### config.mk
export PLATFORM = sky130hd
export DESIGN_NAME = pwm_capture
export DESIGN_NICKNAME = d
export VERILOG_FILES = /design/src/rtl/pwm_capture_pkg.sv /design/src/rtl/pwm_capture_div.sv /design/src/rtl/pwm_capture.sv
export SDC_FILE = /design/constraint.sdc
export NUM_CORES = 1
export LEC_CHECK = 0
export ABC_AREA = 1
export CORE_MARGIN = 2
export CORE_UTILIZATION = 45
export DETAILED_ROUTE_END_ITERATION = 8
export GPL_TIMING_DRIVEN = 0
export PLACE_DENSITY = 0.65
export SLEW_MARGIN = 15
export SYNTH_ARGS = -nofsm -noshare
export SYNTH_HDL_FRONTEND = slang
export SYNTH_SLANG_ARGS = --single-unit
### constraint.sdc
create_clock -name clk -period 7.7 [get_ports clk]
set_input_delay 1.155 -clock clk [delete_from_list [all_inputs] [get_ports clk]]
set_output_delay 1.155 -clock clk [all_outputs]
set_load 0.1 [all_outputs]
### src/rtl/pwm_capture_pkg.sv
// Shared types and default sizing for the PWM capture block.
// Defaults match the generator's duty code width and a long stuck-line timeout.
package pwm_capture_pkg;

  localparam int DEFAULT_WIDTH   = 8;
  localparam int DEFAULT_CNT_W   = 24;
  localparam int DEFAULT_TIMEOUT = 8_000_000;

  typedef enum logic [1:0] {
    IDLE,
    HIGH,
    LOW
  } state_e;

  // Divider handshake: abort has priority over start.
  typedef struct packed {
    logic start;
    logic abort;
  } div_req_t;

  typedef struct packed {
    logic busy;
    logic done;
  } div_rsp_t;

endpackage

### src/rtl/pwm_capture_div.sv
// Sequential restoring divider producing floor(dividend * 2^WIDTH / divisor),
// one quotient bit per cycle; the caller guarantees dividend < divisor.
module pwm_capture_div
  import pwm_capture_pkg::*;
#(
  parameter int CNT_W = DEFAULT_CNT_W,
  parameter int WIDTH = DEFAULT_WIDTH
) (
  input  logic             clk,
  input  logic             rst_i,
  input  div_req_t         req_i,
  input  logic [CNT_W-1:0] dividend_i,
  input  logic [CNT_W-1:0] divisor_i,
  output div_rsp_t         rsp_o,
  output logic [WIDTH-1:0] quotient_o
);

  localparam int ITER_W = $clog2(WIDTH + 1);

  logic              busy_q, busy_d;
  logic [CNT_W:0]    rem_q, rem_d;
  logic [CNT_W-1:0]  divisor_q, divisor_d;
  logic [WIDTH-1:0]  quo_q, quo_d;
  logic [ITER_W-1:0] iter_q, iter_d;

  logic [CNT_W:0]    rem_shift;
  logic [CNT_W:0]    rem_sub;
  logic              ge;
  logic              last_iter;
  logic [WIDTH-1:0]  quo_next;

  // Remainder stays below the divisor, so one extra bit holds the shifted value.
  assign rem_shift = rem_q << 1;
  assign rem_sub   = rem_shift - {1'b0, divisor_q};
  assign ge        = rem_shift >= {1'b0, divisor_q};
  assign last_iter = busy_q && (iter_q == ITER_W'(1));
  assign quo_next  = (quo_q << 1) | WIDTH'(ge);

  always_comb begin
    busy_d    = busy_q;
    rem_d     = rem_q;
    divisor_d = divisor_q;
    quo_d     = quo_q;
    iter_d    = iter_q;
    if (req_i.abort) begin
      busy_d = 1'b0;
    end else if (req_i.start && !busy_q) begin
      busy_d    = 1'b1;
      rem_d     = {1'b0, dividend_i};
      divisor_d = divisor_i;
      quo_d     = '0;
      iter_d    = ITER_W'(WIDTH);
    end else if (busy_q) begin
      rem_d  = ge ? rem_sub : rem_shift;
      quo_d  = quo_next;
      iter_d = iter_q - ITER_W'(1);
      if (last_iter) busy_d = 1'b0;
    end
  end

  always_ff @(posedge clk or posedge rst_i) begin
    if (rst_i) begin
      busy_q    <= 1'b0;
      rem_q     <= '0;
      divisor_q <= '0;
      quo_q     <= '0;
      iter_q    <= '0;
    end else begin
      busy_q    <= busy_d;
      rem_q     <= rem_d;
      divisor_q <= divisor_d;
      quo_q     <= quo_d;
      iter_q    <= iter_d;
    end
  end

  assign rsp_o.busy = busy_q;
  assign rsp_o.done = last_iter && !req_i.abort;
  assign quotient_o = quo_next;

endmodule

### src/rtl/pwm_capture.sv
// Measures period, high time and duty code of an asynchronous PWM input.
// Define PWM_CAPTURE_DEGLITCH_EN to add a 3-sample stability filter after the synchronizer.
module pwm_capture
  import pwm_capture_pkg::*;
#(
  parameter int WIDTH   = DEFAULT_WIDTH,
  parameter int CNT_W   = DEFAULT_CNT_W,
  parameter int TIMEOUT = DEFAULT_TIMEOUT
) (
  input  logic             clk,
  input  logic             rst_i,
  input  logic             ena,
  input  logic             pwm_i,
  output logic [WIDTH-1:0] duty_o,
  output logic [CNT_W-1:0] period_o,
  output logic [CNT_W-1:0] high_o,
  output logic             valid_o,
  output logic             stuck_o,
  output logic             overrun_o
);

  logic [1:0]       sync_q, sync_d;
  logic             s, s_d_q, s_d_d;
  state_e           state_q, state_d;
  logic [CNT_W-1:0] per_q, per_d, hi_q, hi_d;
  logic [CNT_W-1:0] snap_per_q, snap_per_d, snap_hi_q, snap_hi_d;
  logic             stuck_rep_q, stuck_rep_d;
  logic [WIDTH-1:0] duty_q, duty_d;
  logic [CNT_W-1:0] period_q, period_d, high_q, high_d;
  logic             valid_q, valid_d, stuck_q, stuck_d, overrun_q, overrun_d;

  logic             rise, fall, timeout;
  logic [CNT_W-1:0] per_inc, hi_inc;
  div_req_t         div_req;
  div_rsp_t         div_rsp;
  logic [WIDTH-1:0] quotient;

  assign sync_d = {sync_q[0], pwm_i};

`ifdef PWM_CAPTURE_DEGLITCH_EN
  logic [1:0] hist_q, hist_d;
  logic       filt_q, filt_d;

  // The filtered level follows only after three equal synchronized samples.
  assign hist_d = {hist_q[0], sync_q[1]};
  assign filt_d = (sync_q[1] == hist_q[0] && hist_q[0] == hist_q[1]) ? sync_q[1] : filt_q;
  assign s      = filt_q;

  always_ff @(posedge clk or posedge rst_i) begin
    if (rst_i) begin
      hist_q <= '0;
      filt_q <= 1'b0;
    end else begin
      hist_q <= hist_d;
      filt_q <= filt_d;
    end
  end
`else
  assign s = sync_q[1];
`endif

  assign s_d_d   = s;
  assign rise    = s & ~s_d_q;
  assign fall    = ~s & s_d_q;
  assign per_inc = (per_q == '1) ? per_q : per_q + CNT_W'(1);
  assign hi_inc  = (hi_q == '1) ? hi_q : hi_q + CNT_W'(1);
  // A rise in the timeout cycle wins; a stuck line is reported only once per rise.
  assign timeout = (per_q == CNT_W'(TIMEOUT)) && !rise && !stuck_rep_q;

  always_comb begin
    state_d     = state_q;
    per_d       = per_q;
    hi_d        = hi_q;
    snap_per_d  = snap_per_q;
    snap_hi_d   = snap_hi_q;
    stuck_rep_d = stuck_rep_q;
    duty_d      = duty_q;
    period_d    = period_q;
    high_d      = high_q;
    stuck_d     = stuck_q;
    valid_d     = 1'b0;
    overrun_d   = 1'b0;
    div_req     = '0;
    if (!ena) begin
      state_d       = IDLE;
      per_d         = '0;
      hi_d          = '0;
      div_req.abort = 1'b1;
    end else begin
      if (rise) begin
        per_d       = CNT_W'(1);
        hi_d        = CNT_W'(1);
        stuck_rep_d = 1'b0;
      end else begin
        per_d = per_inc;
        if (s) hi_d = hi_inc;
      end
      case (state_q)
        IDLE: if (rise) state_d = HIGH;
        HIGH: if (fall) state_d = LOW;
        LOW: begin
          if (rise) begin
            state_d = HIGH;
            if (!div_rsp.busy) begin
              div_req.start = 1'b1;
              snap_per_d    = per_q;
              snap_hi_d     = hi_q;
            end else begin
              overrun_d = 1'b1;
            end
          end
        end
        default: state_d = IDLE;
      endcase
      if (div_rsp.done) begin
        duty_d   = quotient;
        period_d = snap_per_q;
        high_d   = snap_hi_q;
        stuck_d  = 1'b0;
        valid_d  = 1'b1;
      end
      if (timeout) begin
        state_d     = IDLE;
        stuck_rep_d = 1'b1;
        duty_d      = {WIDTH{s}};
        period_d    = '0;
        high_d      = '0;
        stuck_d     = 1'b1;
        valid_d     = 1'b1;
      end
    end
  end

  always_ff @(posedge clk or posedge rst_i) begin
    if (rst_i) begin
      sync_q      <= '0;
      s_d_q       <= 1'b0;
      state_q     <= IDLE;
      per_q       <= '0;
      hi_q        <= '0;
      snap_per_q  <= '0;
      snap_hi_q   <= '0;
      stuck_rep_q <= 1'b0;
      duty_q      <= '0;
      period_q    <= '0;
      high_q      <= '0;
      valid_q     <= 1'b0;
      stuck_q     <= 1'b0;
      overrun_q   <= 1'b0;
    end else begin
      sync_q      <= sync_d;
      s_d_q       <= s_d_d;
      state_q     <= state_d;
      per_q       <= per_d;
      hi_q        <= hi_d;
      snap_per_q  <= snap_per_d;
      snap_hi_q   <= snap_hi_d;
      stuck_rep_q <= stuck_rep_d;
      duty_q      <= duty_d;
      period_q    <= period_d;
      high_q      <= high_d;
      valid_q     <= valid_d;
      stuck_q     <= stuck_d;
      overrun_q   <= overrun_d;
    end
  end

  pwm_capture_div #(
    .CNT_W(CNT_W),
    .WIDTH(WIDTH)
  ) u_div (
    .clk       (clk),
    .rst_i     (rst_i),
    .req_i     (div_req),
    .dividend_i(snap_hi_d),
    .divisor_i (snap_per_d),
    .rsp_o     (div_rsp),
    .quotient_o(quotient)
  );

  assign duty_o    = duty_q;
  assign period_o  = period_q;
  assign high_o    = high_q;
  assign valid_o   = valid_q;
  assign stuck_o   = stuck_q;
  assign overrun_o = overrun_q;

endmodule

; ---- Word-level counts from Yosys, hierarchy flattened
; Index checks and enable logic that the tools add are counted.
[totals]
reg_bits = 221
latch_bits = 0
ramBits = 0
rom_bits = 0
input_bits = 4
out_inout_bits = 59
wordCells = 111
memories = 0
[classes]
addsub = 4
n_mul = 0
div = 0
order_cmp = 1
n_eq_ne = 11
n_shift = 0
n_mux = 52
n_bitwise = 5
reduce_logical = 19
[op_table]
columns = cell, n
row1 = $mux 24, 22
row2 = $add 24x1->24 const B, 2
row3 = $eq 24x24->1 const B, 2
row4 = $ge 25x24->1, 1
row5 = $eq 24x23->1 const B, 1
row6 = $sub 24x24->24, 1
row7 = $mux 1, 19
row8 = $mux 8, 2
row9 = $mux 7, 2
row10 = $reduce_and 2->1, 6
row11 = $mux 2, 4
row12 = $mux 4, 2
row13 = $or 8x1->8, 1
row14 = $ne 3x3->1 const B, 2
row15 = $reduce_bool 2->1, 3
row16 = $logic_and 1x1->1, 5
row17 = $eq 4x1->1 const B, 1
row18 = $ne 4x2->1 const B, 1
row19 = $ne 4x4->1 const B, 1
row20 = $pmux 2 s2, 1
row21 = $sub 4x1->4 const B, 1
row22 = $logic_not 1->1, 3
row23 = $ne 3x1->1 const B, 1
row24 = $and 1x1->1, 2
row25 = other kinds (5), 6

; ---- Depth between registers and ports, before layout
[logic_depth]
ltp_word = 8
depth_mapped = 16
mapped_depth_nobuf = 16

; ---- By module
; From an unflattened synthesis, not the netlist that was laid out.
[unflattened]
cells_unflattened = 1710
hier_area_um2 = 12416.9
[modules_own_cells]
columns = mod, instances, cells_per_inst, area_per_inst_um2, seq_area_each_um2
row1 = pwm_capture, 1, 962, 7733.7, 4028.9
row2 = pwm_capture_div, 1, 748, 4683.2, 1501.4

; ---- Worst setup path after synthesis
; Ideal clock, no wire load.
[synth_timing]
kind = input to register
startpoint = input port ena
endpoint = register u_div.rem_q[10]
setup_time_ns = 0.118
arrival_ns = 2.402
path_slack_ns = 5.180
stages = 11
path_buffers = 2
cell_sequence = clkbuf_1 > inv_1 > nor2_1 > inv_1 > nor3_4 > inv_1 > nand2_1 > buf_2 > o22ai_1 > inv_1 > nand2_1
[synth_via]
elab_chain_len = 4
elab_cells_between_ends = 6
cone_classes = 3 x mux / 3 x reduce/logical
[synth_rtl]
columns = element, line_no
row1 = from (decl), pwm_capture.sv:12  ; input logic ena,
row2 = $mux 1, pwm_capture.sv:84  ; if (!ena) begin
row3 = $logic_and 1x1->1, pwm_capture_div.sv:47  ; end else if (req_i.start && !busy_q) begin
row4 = $reduce_bool 2->1 (no source line), n/a
row5 = $reduce_and 2->1 (no source line), n/a
row6 = to (signal assigned), pwm_capture_div.sv:70  ; rem_q <= rem_d;
row7 = to (decl), pwm_capture_div.sv:21  ; logic [CNT_W:0] rem_q, rem_d;
; Parallel ways exist; a longest one is shown, timed or not.
; A chain may end at the register's enable or synchronous reset.

; ---- Worst setup path after layout
[layout_timing]
startpoint = register stuck_q (netlist: stuck_o)
endpoint = output port stuck_o
[layout_rtl]
columns = element, line_no
row1 = from (decl), pwm_capture.sv:30  ; logic valid_q, valid_d, stuck_q, stuck_d, overrun_q, overrun_d;
row2 = from (signal assigned), pwm_capture.sv:163  ; stuck_q <= stuck_d;
row3 = to (decl), pwm_capture.sv:18  ; output logic stuck_o,
; No word-level cell between the ends.

==> results list <==
- Counting both buffers and inverters, the worst setup path holds a total of 1.
* Warning count from the yosys run: 0
- Number of optimization iterations in the first detailed-route pass: 7
- Per-cell via count in the routed design: 5.36
- TritonCTS built the clock tree.
- Final Net Count: 1804
- The tree built by TritonCTS fans out to 221 sinks.
* Area inside the core boundary: 26900 sq um
- For the worst setup path, the data arrival time is 2100 ps.
* Maximum clock skew at final layout: 11.9 ps
* Hold Startpoint: sync_q[0]
- In this run the worst setup path begins at stuck_o.
- Final clock period utilization by the worst path: 0.422
- Entering global routing, the biggest net connects 80 pins.
- Among all stages on the critical path, the largest delay is contributed by clkdlybuf4s50_1.
* Power density over cell area: 268 nW/um^2
* Post-placement worst setup slack: 4560 ps
- In the synthesized netlist the async set-or-reset flop fraction comes to 1.00.
- Dividing the synthesized area by the synthesized cell count gives 7.31 sq um.
* Number of rows in the core area: 60
- Worst setup SP type: flop
* Number of buffers created by CTS: 25
* Largest voltage drop on the vdd net: 0.000191 V
* EDFF count, synth: 0
- The first global-routing pass estimated 58800 um of wire.
- Summed over all cells, the static leakage comes to 6.85 nW.
* DIE AREA: 28600 sq um
- Data required, critical path: 6550 ps
* Slew at the pin with the worst max-slew slack: 982 ps
- Final number of max-transition violations: 0
- Die Wd: 169 um
- Summed over all nets, the half-perimeter wirelength after detailed placement is 27900 um.
- Maximum buffer depth of the clock tree: 3
- Final worst setup slack: 4450 ps
* Total Negative Setup Slacks: 0 ps
* Worst Hold Depth: 0
- In this run the vertical extent of the chip is 169 um.
- Ranking of synthesized cells by area: dfrtp_1 45%, nand2_1 15%, o21ai_0 8.5%
- The worst setup path is captured at an output port.
- Final wirelength: 37200 um
* Proportion of synthesized chip area in sequential cells: 0.450
- In the global route stage, overall resource usage came out at 0.261.
- Cell type with the highest aggregate area in the netlist: dfrtp_1
- Global routing finished with a remaining overflow of 0.
- Post-CTS sizing: 0
- The clock reaches the later pin of the worst-skew pair after 530 ps.
* Commonest register cell after synthesis: dfrtp_1
* IO Pins: 63
- Final antenna-violating net count: 0
* Final estimated routing congestion in global placement: 0.973
- Number of I/O port buffers: 61
- After the first detailed-routing iteration, the DRC count stood at 1109.
- CTS built an H-tree with a depth of 1.
- Distinct cells, synth: 46
* Start of the worst register-to-register path: per_q[0]
* Setup-violating endpoint count in the final report: 0
- Buffers added to address setup during post-CTS repair amount to 0.
* Antenna violations before repair: 2
- Mean routed wirelength per cell: 17.5 um
- The worst register-to-register path has a depth of 9.
- Number of instances in the synthesized netlist: 1680
- Max incr delay on CP: 1150 ps
* Yosys reg bits: 221
* Via count of the first global-routing pass: 10800
- Clock-pin slew was measured on the worst setup and hold paths at 60 ps.
- Setup repair after global routing missed its margin: no
* Via count: 11400
- The run finished with clean final reports.
- Cells traversed along the worst timing path: clkdlybuf4s50_1
- In this run the number of cells on the critical path is 1.
- Area growth from synthesis to layout: 16.0%
* Relative slew slack: 0.343
- Across the run, the number of max-cap violations was 0.
- Summing every instance area after synthesis gives 12300 sq um.
- Cell at the root of the clock tree: clkbuf_16
- The path class of the tightest hold or removal check is reg -> reg.
- For this configuration, the core starts out at a cell density of 0.457.
- After layout, the minimum clock period comes to 3250 ps.
- The number of nets handed over by synthesis was 1714.
* Top cell family by delay on the critical path: buffers and inverters
- In the final layout, the share of cells above drive strength 1 is 0.0548.
- The share of synthesized area in the top cell type comes to 0.450.
* Start-to-end type of the worst setup path: reg -> out
- Hold-fix buffer count after cts: 0
- Crit-path max FO: 2
* Drt drc: 0
- Top achievable clock speed: 0.308 GHz
- Hold violation total from the final report: 0
==> path summary, 6_finish.rpt <==
check	endpoint	slack (ps)
max	stuck_o	4450
min reg2reg	sync_q[1]	340
min in group asynchronous	high_o[22]	1070
min	sync_q[1]	340
max reg2reg	high_o[9]	5020
max in group asynchronous	duty_o[2]	5460
==> kinds of logic (layout without fill, tap and decap cells) <==
| logic type | count (synthesis) | after routing | synth area share |
|---|---|---|---|
| flops | 221 | 221 | 0.450 |
| simple gates | 784 | 784 | 0.273 |
| other cells | 0 | 1 | 0 |
| compound gates | 298 | 298 | 0.129 |
| buf+inv | 331 | 439 | 0.105 |
| fa+ha+maj | 30 | 30 | 0.0312 |
| xor+xnor | 16 | 16 | 0.0114 |
==> placed cells by master, fill, tap and decap left out, types with 4 or more instances in the layout <==
cell type        synthesis  layout
o21bai_1                 5       5
nand2_1                492     492
nor4_1                   4       4
inv_1                  260     259
clkbuf_16                0      25
clkbuf_1                35      36
nand3_1                 85      85
xor2_1                   7       7
nand3b_1                 8       8
o21ai_0                208     208
a31oi_1                  5       5
nor3_1                  27      27
clkinv_2                 0       4
ha_1                    29      29
o22ai_1                 19      19
o21ai_1                 21      21
inv_2                    7       7
xnor2_1                  9       9
dfrtp_1                221     221
buf_2                   16      16
nand4_1                 48      48
a21oi_1                 26      26
clkdlybuf4s50_1          0      61
buf_1                    6       6
clkbuf_8                 0       9
or2_2                   11      11
nor2_1                  97      97
==> routing by layer <==
| layer | vias to the layer above | global-route usage | wire length (um) |
|---|---|---|---|
| li1 | 5583 | - | - |
| met1 | 5395 | 0.360 | 16800 |
| met2 | 351 | 0.421 | 16800 |
| met3 | 83 | 0.0396 | 2200 |
| met4 | 2 | 0.0940 | 1340 |
| met5 | - | 0 | 12 |
==> through the flow <==
stage                     instances  hold slack [ps]  power, W   util  cell area, sq um
final                          2130              342   0.00382  0.530             14200
after global routing           2129              340   0.00404  0.530             14200
after CTS                      2129              343   0.00382  0.530             14200
after detailed placement       2084              336   0.00257  0.498             13400
after global placement         2082              335   0.00255  0.496             13300
after floorplan                1680              331   0.00224      -             12300
==> sequential cells by signal, indices dropped and copies added (netlist names), 2 cells and up <==
| register | count |
|---|---|
| duty_o | 8 |
| hi_q | 24 |
| high_o | 24 |
| per_q | 24 |
| period_o | 24 |
| snap_hi_q | 24 |
| snap_per_q | 24 |
| state_q | 2 |
| sync_q | 2 |
| u_div.divisor_q | 24 |
| u_div.iter_q | 4 |
| u_div.quo_q | 7 |
| u_div.rem_q | 24 |
==> layout make-up <==
class | count | area, sq um
Multi-Input combinational cell | 1128 | 5460
Buffer | 62 | 283
Tap cell | 341 | 427
Antenna cell | 1 | 2.50
Sequential cell | 221 | 5530
Clock inverter | 10 | 113
Clock buffer | 35 | 753
Inverter | 269 | 1020
Fill cell | 2585 | 12600
Timing Repair Buffer | 63 | 666
==> power by group <==
group	leakage (nW)	switching [W]	total, W	internal [W]
registers	2.86	0.0000772	0.00137	0.00129
logic	3.57	0.000827	0.00121	0.000380
clock network	0.427	0.000493	0.00124	0.000748
total	6.85	0.00140	0.00382	0.00242
==> cell usage after synthesis, drive strengths merged (11+ instances only) <==
cell / count
a21oi: 26
ha: 29
nor3: 30
clkbuf: 35
o21ai: 230
nand2: 493
inv: 267
o22ai: 19
or2: 11
buf: 27
dfrtp: 221
nand4: 49
nor2: 101
nand3: 86
(Power assumes the default switching activity.)
